## config.mk

```make
export PLATFORM = sky130hd
export DESIGN_NAME = bidir_bus_ctrl_flat
export DESIGN_NICKNAME = d
export VERILOG_FILES = /design/src/rtl/bidir_bus_ctrl_if.sv /design/src/rtl/bidir_bus_ctrl.sv /design/src/flat_wrapper.sv
export SDC_FILE = /design/constraint.sdc
export NUM_CORES = 1
export LEC_CHECK = 0
export ABC_CLOCK_PERIOD_IN_PS = 2060
export CORE_ASPECT_RATIO = 1.25
export CORE_MARGIN = 3
export CORE_UTILIZATION = 28
export DETAILED_ROUTE_END_ITERATION = 8
export GPL_TIMING_DRIVEN = 0
export HOLD_SLACK_MARGIN = 0.15
export PLACE_DENSITY = 0.51
export SETUP_SLACK_MARGIN = 0.1
export SYNTH_ARGS = -nofsm -noshare
export SYNTH_HDL_FRONTEND = slang
export SYNTH_SLANG_ARGS = --single-unit
```

## constraint.sdc

```tcl
create_clock -name clk -period 2.06 [get_ports clk]
set_input_delay 0.618 -clock clk [delete_from_list [all_inputs] [get_ports clk]]
set_output_delay 0.618 -clock clk [all_outputs]
set_load 0.1 [all_outputs]
```

## src/rtl/bidir_bus_ctrl_if.sv

```systemverilog
// Request/response and iobuf-side signals of the half-duplex bus sequencer.
// Latency: none, this file only bundles wires.
// Backpressure: req_valid/req_ready handshake; the iobuf side has no flow control.
//
// Signals:
//   req_valid/req_ready/req_we/req_wdata  request port (one op at a time)
//   rsp_valid/rsp_rdata                   read response (pulse / held data)
//   bus_cmd_wr/bus_cmd_rd                 one-cycle strobes to the device
//   buf_en/buf_i/buf_o                    iobuf tri-state control, drive and bus value
// Modports: slave = the sequencer, master = the requester plus iobuf side.
interface bidir_bus_ctrl_if #(
  parameter int WIDTH = 16
);
  logic             req_valid;
  logic             req_ready;
  logic             req_we;
  logic [WIDTH-1:0] req_wdata;
  logic             rsp_valid;
  logic [WIDTH-1:0] rsp_rdata;
  logic             bus_cmd_wr;
  logic             bus_cmd_rd;
  logic             buf_en;
  logic [WIDTH-1:0] buf_i;
  logic [WIDTH-1:0] buf_o;

  modport slave (
    input  req_valid, req_we, req_wdata, buf_o,
    output req_ready, rsp_valid, rsp_rdata, bus_cmd_wr, bus_cmd_rd, buf_en, buf_i
  );

  modport master (
    output req_valid, req_we, req_wdata, buf_o,
    input  req_ready, rsp_valid, rsp_rdata, bus_cmd_wr, bus_cmd_rd, buf_en, buf_i
  );
endinterface

```

## src/rtl/bidir_bus_ctrl.sv

```systemverilog
// Sequencer for a shared half-duplex bus feeding an iobuf; inserts turnaround on direction change.
// Latency: write strobe 1 cycle after accept, read response 2+RD_LAT cycles (+TURN on a direction change).
// Backpressure: req_ready high only in IDLE; one op outstanding, nothing queued.
//
// Ports:
//   clk   rising-edge clock
//   rst   synchronous active-high reset; aborts any op, releases the bus next cycle
//   bus   bidir_bus_ctrl_if.slave: request port, read response, device strobes, iobuf control
// All outputs are registered except req_ready, which decodes the state register only.
module bidir_bus_ctrl #(
  parameter int WIDTH  = 16,
  parameter int RD_LAT = 2,   // cycles from bus_cmd_rd to valid data on buf_o, >= 1
  parameter int TURN   = 1    // released idle cycles on a direction change, 0 = none
) (
  input  logic            clk,
  input  logic            rst,
  bidir_bus_ctrl_if.slave bus
);

  localparam int MAX_CNT = (RD_LAT > TURN) ? RD_LAT : TURN;
  localparam int CW      = $clog2(MAX_CNT + 1);
  // Counters count down to zero, so they are loaded with (cycles - 1).
  localparam logic [CW-1:0] TURN_LD = CW'((TURN > 0) ? TURN - 1 : 0);
  // RD_WAIT spans RD_LAT-1 cycles; it is skipped entirely when RD_LAT == 1.
  localparam logic [CW-1:0] WAIT_LD = CW'((RD_LAT > 1) ? RD_LAT - 2 : 0);

  typedef enum logic [2:0] {
    ST_IDLE,
    ST_TURN,
    ST_WRITE,
    ST_RD_CMD,
    ST_RD_WAIT,
    ST_RD_CAP
  } state_t;

  typedef enum logic {
    DIR_RELEASED = 1'b0,
    DIR_DRIVEN   = 1'b1
  } dir_t;

  state_t           state_q, state_d;
  dir_t             dir_q, dir_d;
  dir_t             want_dir;
  logic [CW-1:0]    cnt_q, cnt_d;
  logic             we_q, we_d;
  logic [WIDTH-1:0] wdata_q, wdata_d;
  logic             buf_en_q, buf_en_d;
  logic [WIDTH-1:0] buf_i_q, buf_i_d;
  logic             cmd_wr_q, cmd_wr_d;
  logic             cmd_rd_q, cmd_rd_d;
  logic             rsp_valid_q, rsp_valid_d;
  logic [WIDTH-1:0] rsp_rdata_q, rsp_rdata_d;

  assign want_dir = bus.req_we ? DIR_DRIVEN : DIR_RELEASED;

  always_ff @(posedge clk) begin
    if (rst) begin
      state_q     <= ST_IDLE;
      dir_q       <= DIR_RELEASED;
      cnt_q       <= '0;
      we_q        <= 1'b0;
      wdata_q     <= '0;
      buf_en_q    <= 1'b1;
      buf_i_q     <= '0;
      cmd_wr_q    <= 1'b0;
      cmd_rd_q    <= 1'b0;
      rsp_valid_q <= 1'b0;
      rsp_rdata_q <= '0;
    end else begin
      state_q     <= state_d;
      dir_q       <= dir_d;
      cnt_q       <= cnt_d;
      we_q        <= we_d;
      wdata_q     <= wdata_d;
      buf_en_q    <= buf_en_d;
      buf_i_q     <= buf_i_d;
      cmd_wr_q    <= cmd_wr_d;
      cmd_rd_q    <= cmd_rd_d;
      rsp_valid_q <= rsp_valid_d;
      rsp_rdata_q <= rsp_rdata_d;
    end
  end

  always_comb begin
    state_d     = state_q;
    cnt_d       = cnt_q;
    we_d        = we_q;
    wdata_d     = wdata_q;
    dir_d       = dir_q;
    buf_en_d    = buf_en_q;
    buf_i_d     = buf_i_q;
    cmd_wr_d    = 1'b0;
    cmd_rd_d    = 1'b0;
    rsp_valid_d = 1'b0;
    rsp_rdata_d = rsp_rdata_q;

    // Next state.
    case (state_q)
      ST_IDLE: begin
        if (bus.req_valid) begin
          we_d    = bus.req_we;
          wdata_d = bus.req_wdata;
          if ((TURN > 0) && (want_dir != dir_q)) begin
            state_d = ST_TURN;
            cnt_d   = TURN_LD;
          end else begin
            state_d = bus.req_we ? ST_WRITE : ST_RD_CMD;
          end
        end
      end
      ST_TURN: begin
        if (cnt_q == '0) begin
          state_d = we_q ? ST_WRITE : ST_RD_CMD;
        end else begin
          cnt_d = cnt_q - CW'(1);
        end
      end
      ST_WRITE: begin
        state_d = ST_IDLE;
      end
      ST_RD_CMD: begin
        if (RD_LAT > 1) begin
          state_d = ST_RD_WAIT;
          cnt_d   = WAIT_LD;
        end else begin
          state_d = ST_RD_CAP;
        end
      end
      ST_RD_WAIT: begin
        if (cnt_q == '0) begin
          state_d = ST_RD_CAP;
        end else begin
          cnt_d = cnt_q - CW'(1);
        end
      end
      ST_RD_CAP: begin
        state_d = ST_IDLE;
      end
      default: begin
        state_d = ST_IDLE;
      end
    endcase

    // Registered outputs are decoded from the state being entered so they
    // line up with that state's cycle. In IDLE buf_en keeps its last value:
    // a write leaves the bus driven, a read leaves it released.
    case (state_d)
      ST_WRITE: begin
        buf_en_d = 1'b0;
        buf_i_d  = wdata_d;   // req_wdata on a direct accept, latched copy after TURN
        cmd_wr_d = 1'b1;
        dir_d    = DIR_DRIVEN;
      end
      ST_TURN: begin
        buf_en_d = 1'b1;
        dir_d    = DIR_RELEASED;
      end
      ST_RD_CMD: begin
        buf_en_d = 1'b1;
        cmd_rd_d = 1'b1;
        dir_d    = DIR_RELEASED;  // also covers TURN == 0, where no TURN state is entered
      end
      ST_RD_WAIT, ST_RD_CAP: begin
        buf_en_d = 1'b1;
      end
      default: begin
      end
    endcase

    // The edge ending RD_CAP is RD_LAT cycles after the RD_CMD cycle.
    if (state_q == ST_RD_CAP) begin
      rsp_valid_d = 1'b1;
      rsp_rdata_d = bus.buf_o;
    end
  end

  assign bus.req_ready  = (state_q == ST_IDLE);
  assign bus.buf_en     = buf_en_q;
  assign bus.buf_i      = buf_i_q;
  assign bus.bus_cmd_wr = cmd_wr_q;
  assign bus.bus_cmd_rd = cmd_rd_q;
  assign bus.rsp_valid  = rsp_valid_q;
  assign bus.rsp_rdata  = rsp_rdata_q;

endmodule
```

## src/flat_wrapper.sv

```systemverilog
// flat-port wrapper written by rule: the top's interface ports become plain ports
module bidir_bus_ctrl_flat 
#(
  parameter int WIDTH  = 16,
  parameter int RD_LAT = 2,                                                         
  parameter int TURN   = 1                                                           
)
  (clk, rst, bus_req_valid, bus_req_we, bus_req_wdata, bus_buf_o, bus_req_ready, bus_rsp_valid, bus_rsp_rdata, bus_bus_cmd_wr, bus_bus_cmd_rd, bus_buf_en, bus_buf_i);
  bidir_bus_ctrl_if #(.WIDTH(WIDTH)) bus_i ();
  input  logic clk;
  input  logic rst;
  input wire logic [$bits(bus_i.req_valid)-1:0] bus_req_valid;
  input wire logic [$bits(bus_i.req_we)-1:0] bus_req_we;
  input wire logic [$bits(bus_i.req_wdata)-1:0] bus_req_wdata;
  input wire logic [$bits(bus_i.buf_o)-1:0] bus_buf_o;
  output wire logic [$bits(bus_i.req_ready)-1:0] bus_req_ready;
  output wire logic [$bits(bus_i.rsp_valid)-1:0] bus_rsp_valid;
  output wire logic [$bits(bus_i.rsp_rdata)-1:0] bus_rsp_rdata;
  output wire logic [$bits(bus_i.bus_cmd_wr)-1:0] bus_bus_cmd_wr;
  output wire logic [$bits(bus_i.bus_cmd_rd)-1:0] bus_bus_cmd_rd;
  output wire logic [$bits(bus_i.buf_en)-1:0] bus_buf_en;
  output wire logic [$bits(bus_i.buf_i)-1:0] bus_buf_i;
  assign bus_i.req_valid = bus_req_valid;
  assign bus_i.req_we = bus_req_we;
  assign bus_i.req_wdata = bus_req_wdata;
  assign bus_i.buf_o = bus_buf_o;
  assign bus_req_ready = bus_i.req_ready;
  assign bus_rsp_valid = bus_i.rsp_valid;
  assign bus_rsp_rdata = bus_i.rsp_rdata;
  assign bus_bus_cmd_wr = bus_i.bus_cmd_wr;
  assign bus_bus_cmd_rd = bus_i.bus_cmd_rd;
  assign bus_buf_en = bus_i.buf_en;
  assign bus_buf_i = bus_i.buf_i;
  bidir_bus_ctrl #(.WIDTH(WIDTH), .RD_LAT(RD_LAT), .TURN(TURN)) u_core (.clk(clk), .rst(rst), .bus(bus_i));
endmodule
```

# Yosys cells after proc, flatten, opt, wreduce, memory -nomap -nowiden
# Cells that the tools add are included.
classes:
  n_eq_ne: 13
  shift: 0
  mul: 0
  bitwise: 0
  n_reduce_logical: 10
  n_mux: 19
  addsub: 1
  div: 0
  n_lt_le_gt_ge: 0
ops:
  columns: ["cell", "count"]
  rows:
  - ["two-way mux 16 bit", 2]
  - ["== test 3 bit (second input constant)", 4]
  - ["two-way mux 3 bit", 4]
  - ["one-hot mux 3 bit (4 select lines)", 1]
  - ["== test 3 x 2 -> 1 bit (second input constant)", 3]
  - ["== test 3 x 1 -> 1 bit (second input constant)", 2]
  - ["two-way mux 1 bit", 6]
  - ["two-way mux 2 bit", 3]
  - ["one-hot mux 2 bit (3 select lines)", 1]
  - ["inequality test 2 bit (second input constant)", 2]
  - ["one-hot mux 1 bit (2 select lines)", 2]
  - ["AND reduction 4 bit", 1]
  - ["nonzero test 2 bit", 2]
  - ["OR reduction 2 bit", 2]
  - ["OR reduction 4 bit", 1]
  - ["zero test 3 bit", 1]
  - ["nonzero test 3 bit", 1]
  - ["zero test 2 bit", 1]
  - ["inequality test 2 x 1 -> 1 bit (second input constant)", 1]
  - ["AND reduction 2 bit", 1]
  - ["subtractor 2 x 1 -> 2 bit (second input constant)", 1]
  - ["inequality test 1 bit", 1]
totals:
  elab_cells: 54
  latch_bits: 0
  ramBits: 0
  mem_bits_ro: 0
  ff_bits: 59
  n_memories: 0
  output_inout_bits: 37

# Depth between registers and ports, before layout
depth:
  word_depth: 8
  depth_mapped: 7
  ltp_nobuf: 6

# Least setup slack after synthesis
# No wires, ideal clock.
synth_path:
  path_type: "reg2reg"
  startpoint: "reg u_core.state_q[1]"
  endpoint: "reg u_core.buf_i_q[0] (netlist: u_core.bus.buf_i[0])"
  stages_incl_launch_ff: 8
  n_path_buf: 3
  t_arrival_ns: 2.530
  slack_ns: -0.604
  required_ns: 1.926
  cell_sequence: "dfxtp_1 -> buf_6 -> nor3_2 -> and2_4 -> buf_12 -> buf_12 -> mux2i_1 -> a211oi_1"
synth_via:
  elab_chain_cells: 3
synth_lines:
  columns: ["item", "line_no", "source"]
  rows:
  - ["start, declared", "bidir_bus_ctrl.sv:41", "state_t state_q, state_d;"]
  - ["start signal, assigned", "bidir_bus_ctrl.sv:70", "state_q <= state_d;"]
  - ["zero test 3 bit *", null, null]
  - ["net bus_req_ready", "flat_wrapper.sv:16", "output wire logic [$bits(bus_i.req_ready)-1:0] bus_req_ready;"]
  - ["one-hot mux 3 bit (4 select lines)", "bidir_bus_ctrl.sv:98", "case (state_q)"]
  - ["== test 3 x 2 -> 1 bit", "bidir_bus_ctrl.sv:147", "case (state_d)"]
  - ["end signal, assigned", "bidir_bus_ctrl.sv:76", "buf_i_q <= buf_i_d;"]
  - ["end, declared", "bidir_bus_ctrl.sv:48", "logic [WIDTH-1:0] buf_i_q, buf_i_d;"]
# The timed path passes the listed nets; every way through them passes the cells marked *.
# A chain may end at the register's enable or synchronous reset.

# Worst setup path in the final report
layout_path:
  startpoint: "reg u_core.state_q[1]"
  endpoint: "out bus_req_ready"
layout_via:
  elab_chain_cells: 1
layout_lines:
  columns: ["item", "line_no", "source"]
  rows:
  - ["zero test 3 bit", "bidir_bus_ctrl.sv:177", "assign bus.req_ready = (state_q == ST_IDLE);"]
  - ["end, declared", "flat_wrapper.sv:16", null]
# Every way passes these cells.

==> results.py <==
metrics = {
    "status": {
        "status": "completed",
    },
    "critical_path": {
        "path_depth": 3,
        "r2r-start": "u_core.dir_q$_SDFFE_PP0P_",
        "cp_cell_sequence": "buf_6, nor3_4, buf_4",
        "endpoint": "bus_req_ready",
        "endpoint_kind": "primary output",
        "reg2reg_depth": 5,
        "regToRegSetupSlack_ps": 320,
        "crit_start": "u_core.state_q[1]$_SDFF_PP0_",
        "cp.required_ps": 1440,
        "cp_max_fo": 9,
        "crit_buf_inv": 2,
        "critPathKind": "flop to primary output",
        "critical_path.startpoint_type": "flop",
        "r2r-end": "u_core.cnt_q[0]$_SDFFE_PP0P_",
        "max_stage_delay_ps": 310,
        "cp_slowest_cell": "dfxtp_1",
        "worstPathArrival_ps": 1250,
        "path_delay_family": "buffers and inverters",
    },
    "placement": {
        "postPlaceCellArea_mm2": 0.003094,
        "hpwl_um": 4017,
        "routabilityCongestion": 0.7067,
        "port_buffers": 72,
    },
    "pwr": {
        "powerDensity_mw_per_mm2": 1092,
        "static-leakage-power_nw": 1.222,
        "vdd_drop_max_mv": 0.5246,
        "power_w": 0.003666,
    },
    "logic_synthesis": {
        "ys_ff_latch": 59,
        "synth-async-reset-ratio_pct": 0,
        "synth_edf_count": 0,
        "synth_cells": 238,
        "yosysUniqueCellTypes": 37,
        "seq_area_frac_synth_pct": 52.44,
        "synth_top_area_share_pct": 52.44,
        "yosysMostFrequentCell": "dfxtp_1",
        "synth_top_area_cell": "dfxtp_1",
        "synth_flop_cell": "dfxtp_1",
        "yosys-top-cells-count": "dfxtp_1, nor2_1, nand2_1, a21oi_1, mux2i_1",
        "netlist_area_mm2": 0.002252,
        "syn_nets": 276,
        "synth_area_per_cell_um2": 9.463,
        "yosys_warnings": 0,
        "netlist_top_cells_area": "dfxtp_1, mux2i_1, nor2_1",
    },
    "cells_and_area": {
        "n_antenna_cell": 0,
        "final_nets": 359,
        "fillers": 784,
        "multi_input_area_um2": 960.9,
        "seq_area_mm2": 0.001181,
        "drive_above_1_share_pct": 23.93,
        "design_area_mm2": 0.003357,
        "area_growth_pct": 49.06,
    },
    "floorplanning": {
        "num_rows": 35,
        "fp.coreArea_mm2": 0.007576,
        "die_area_mm2": 0.009162,
        "ios": 73,
        "die_w_um": 86.22,
        "die_h_um": 106.3,
        "initial_core_util_pct": 29.73,
    },
    "clocking": {
        "clockBufferDepth": 2,
        "clock_sinks": 59,
        "post_cts_buffers": 0,
        "cts_inserted_buffers": 9,
        "ctsHoldBuffers": 0,
        "cts-root-buf": "clkbuf_8",
        "htreeDepth": 3,
        "clk_pin_slew_worst_paths_ps": 70,
        "cts_tree": "yes",
        "clk_latency_ps": 330,
    },
    "drt": {
        "drcViolationCount": 0,
        "vias": 1899,
        "vias_per_cell": 4.543,
        "wl_per_cell_um": 13.54,
        "drt_wl_total_um": 5660,
        "ant_nets": 0,
        "drtIter0Drc": 38,
        "drt_first_pass_iters": 4,
    },
    "global_route": {
        "grt_pass1_vias": 1971,
        "grt_use_total_pct": 12.92,
        "overflow": 0,
        "antenna_found_initial": 0,
        "grt_start_max_net_pins": 11,
        "grt_pass1_wl_um": 9280,
    },
    "sta": {
        "rsz0062_at_grt": "false",
        "setup_viol": 0,
        "drv_slew": 0,
        "slew-limit-headroom_pct": 62.34,
        "hold_viol": 0,
        "finalCritPeriodShare_pct": 90.85,
        "finClkSkew_ps": 5.478,
        "hold_ws_ps": 454.8,
        "worst_pin_slew_ps": 567.6,
        "fin_crit_ps": 1871,
        "fmax_ghz": 0.5343,
    },
    "worst_hold_path": {
        "hp-class": "flop to flop",
    },
    "run": {
        "cap_violations": 0,
    },
}
[how the worst min path moves through the flow]
stage	startpoint	end	slack [ps]	depth (start not counted)
floorplan	u_core.cnt_q[1]$_SDFFE_PP0P_	u_core.cnt_q[1]$_SDFFE_PP0P_	450	2
global placement	u_core.bus.rsp_rdata[14]$_SDFFE_PP0P_	u_core.bus.rsp_rdata[14]$_SDFFE_PP0P_	440	2
detailed placement	u_core.bus.rsp_rdata[4]$_SDFFE_PP0P_	u_core.bus.rsp_rdata[4]$_SDFFE_PP0P_	450	2
CTS	u_core.bus.rsp_rdata[14]$_SDFFE_PP0P_	u_core.bus.rsp_rdata[14]$_SDFFE_PP0P_	460	2
global route	u_core.bus.rsp_rdata[5]$_SDFFE_PP0P_	u_core.bus.rsp_rdata[5]$_SDFFE_PP0P_	480	2
finish	u_core.bus.rsp_rdata[14]$_SDFFE_PP0P_	u_core.bus.rsp_rdata[14]$_SDFFE_PP0P_	450	2
[cell families (layout without fill, tap and decap cells)]
logic type / count (synthesis) / count (layout) / synth area share (%)
buf+inv: 21 / 109 / 6.167
fa+ha+maj: 2 / 2 / 1.111
compound gates: 45 / 45 / 13.44
flops: 59 / 59 / 52.44
mux: 17 / 17 / 7.555
xor+xnor: 1 / 1 / 0.3890
simple gates: 93 / 93 / 18.89
[layout by cell type, fill, tap and decap left out, types with 3 or more instances in the layout]
cell type / instances
nand3_1: 3
buf_4: 4
buf_2: 3
clkdlybuf4s50_1: 33
clkdlybuf4s15_2: 36
dfxtp_1: 59
clkbuf_2: 4
mux2i_1: 17
clkbuf_8: 10
a21oi_1: 18
clkinv_2: 3
inv_1: 4
a211oi_1: 16
nand2_1: 35
nor2_1: 39
clkbuf_1: 5
[stage by stage]
| stage | setup WS, ps | setup TNS, ps | instances | util, % |
|---|---|---|---|---|
| global route | 109.7 | 0 | 418 | 44.31 |
| floorplan | -123.6 | -1857 | 238 | - |
| detailed placement | -449.8 | -14100 | 402 | 40.84 |
| CTS | 141.9 | 0 | 418 | 44.13 |
| global placement | -459.2 | -14200 | 402 | 40.84 |
| finish | 188.5 | 0 | 418 | 44.31 |
[report_power, final]
group / switching [W] / internal [W] / leakage [nW]
combinational: 0.000889 / 0.000417 / 0.642
sequential: 0.0000593 / 0.00127 / 0.481
clock: 0.000448 / 0.000585 / 0.0991
[sequential cells by signal (all words and copies together) (netlist names)]
register	flops
u_core.bus.buf_i	16
u_core.bus.rsp_rdata	16
u_core.wdata_q	16
u_core.state_q	3
u_core.cnt_q	2
u_core.bus.buf_en	1
u_core.bus.bus_cmd_rd	1
u_core.bus.bus_cmd_wr	1
u_core.bus.rsp_valid	1
u_core.dir_q	1
u_core.we_q	1
[cell type report]
| class | count | area share, % |
|---|---|---|
| Inverter | 4 | 0.4473 |
| Buffer | 17 | 3.876 |
| Timing Repair Buffer | 72 | 22.66 |
| Clock inverter | 5 | 1.565 |
| Clock buffer | 11 | 4.212 |
| Sequential cell | 59 | 35.18 |
| Multi-Input combinational cell | 158 | 28.62 |
| Tap cell | 92 | 3.429 |
[per-layer routing]
layer	up-vias	global-route usage (%)	part of all wire (%)
met5	-	0	0
met4	0	6.013	1.2
met3	7	4.961	8.2
met2	62	20.34	46
met1	863	15.37	45
li1	967	-	-
[repair_timing]
| action | in CTS | in global routing |
|---|---|---|
| gates resized for setup | 117 | 11 |
| endpoints found under the setup margin | 65 | 27 |
| pin swaps | 1 | 2 |
[worst register-to-register path, delay by kind of cell (launching register included)]
kind	cells	cell delay, ps
compound gates	2	560
simple gates	2	510
flops	1	330
fa+ha+maj	1	290
(Power assumes the default switching activity.)
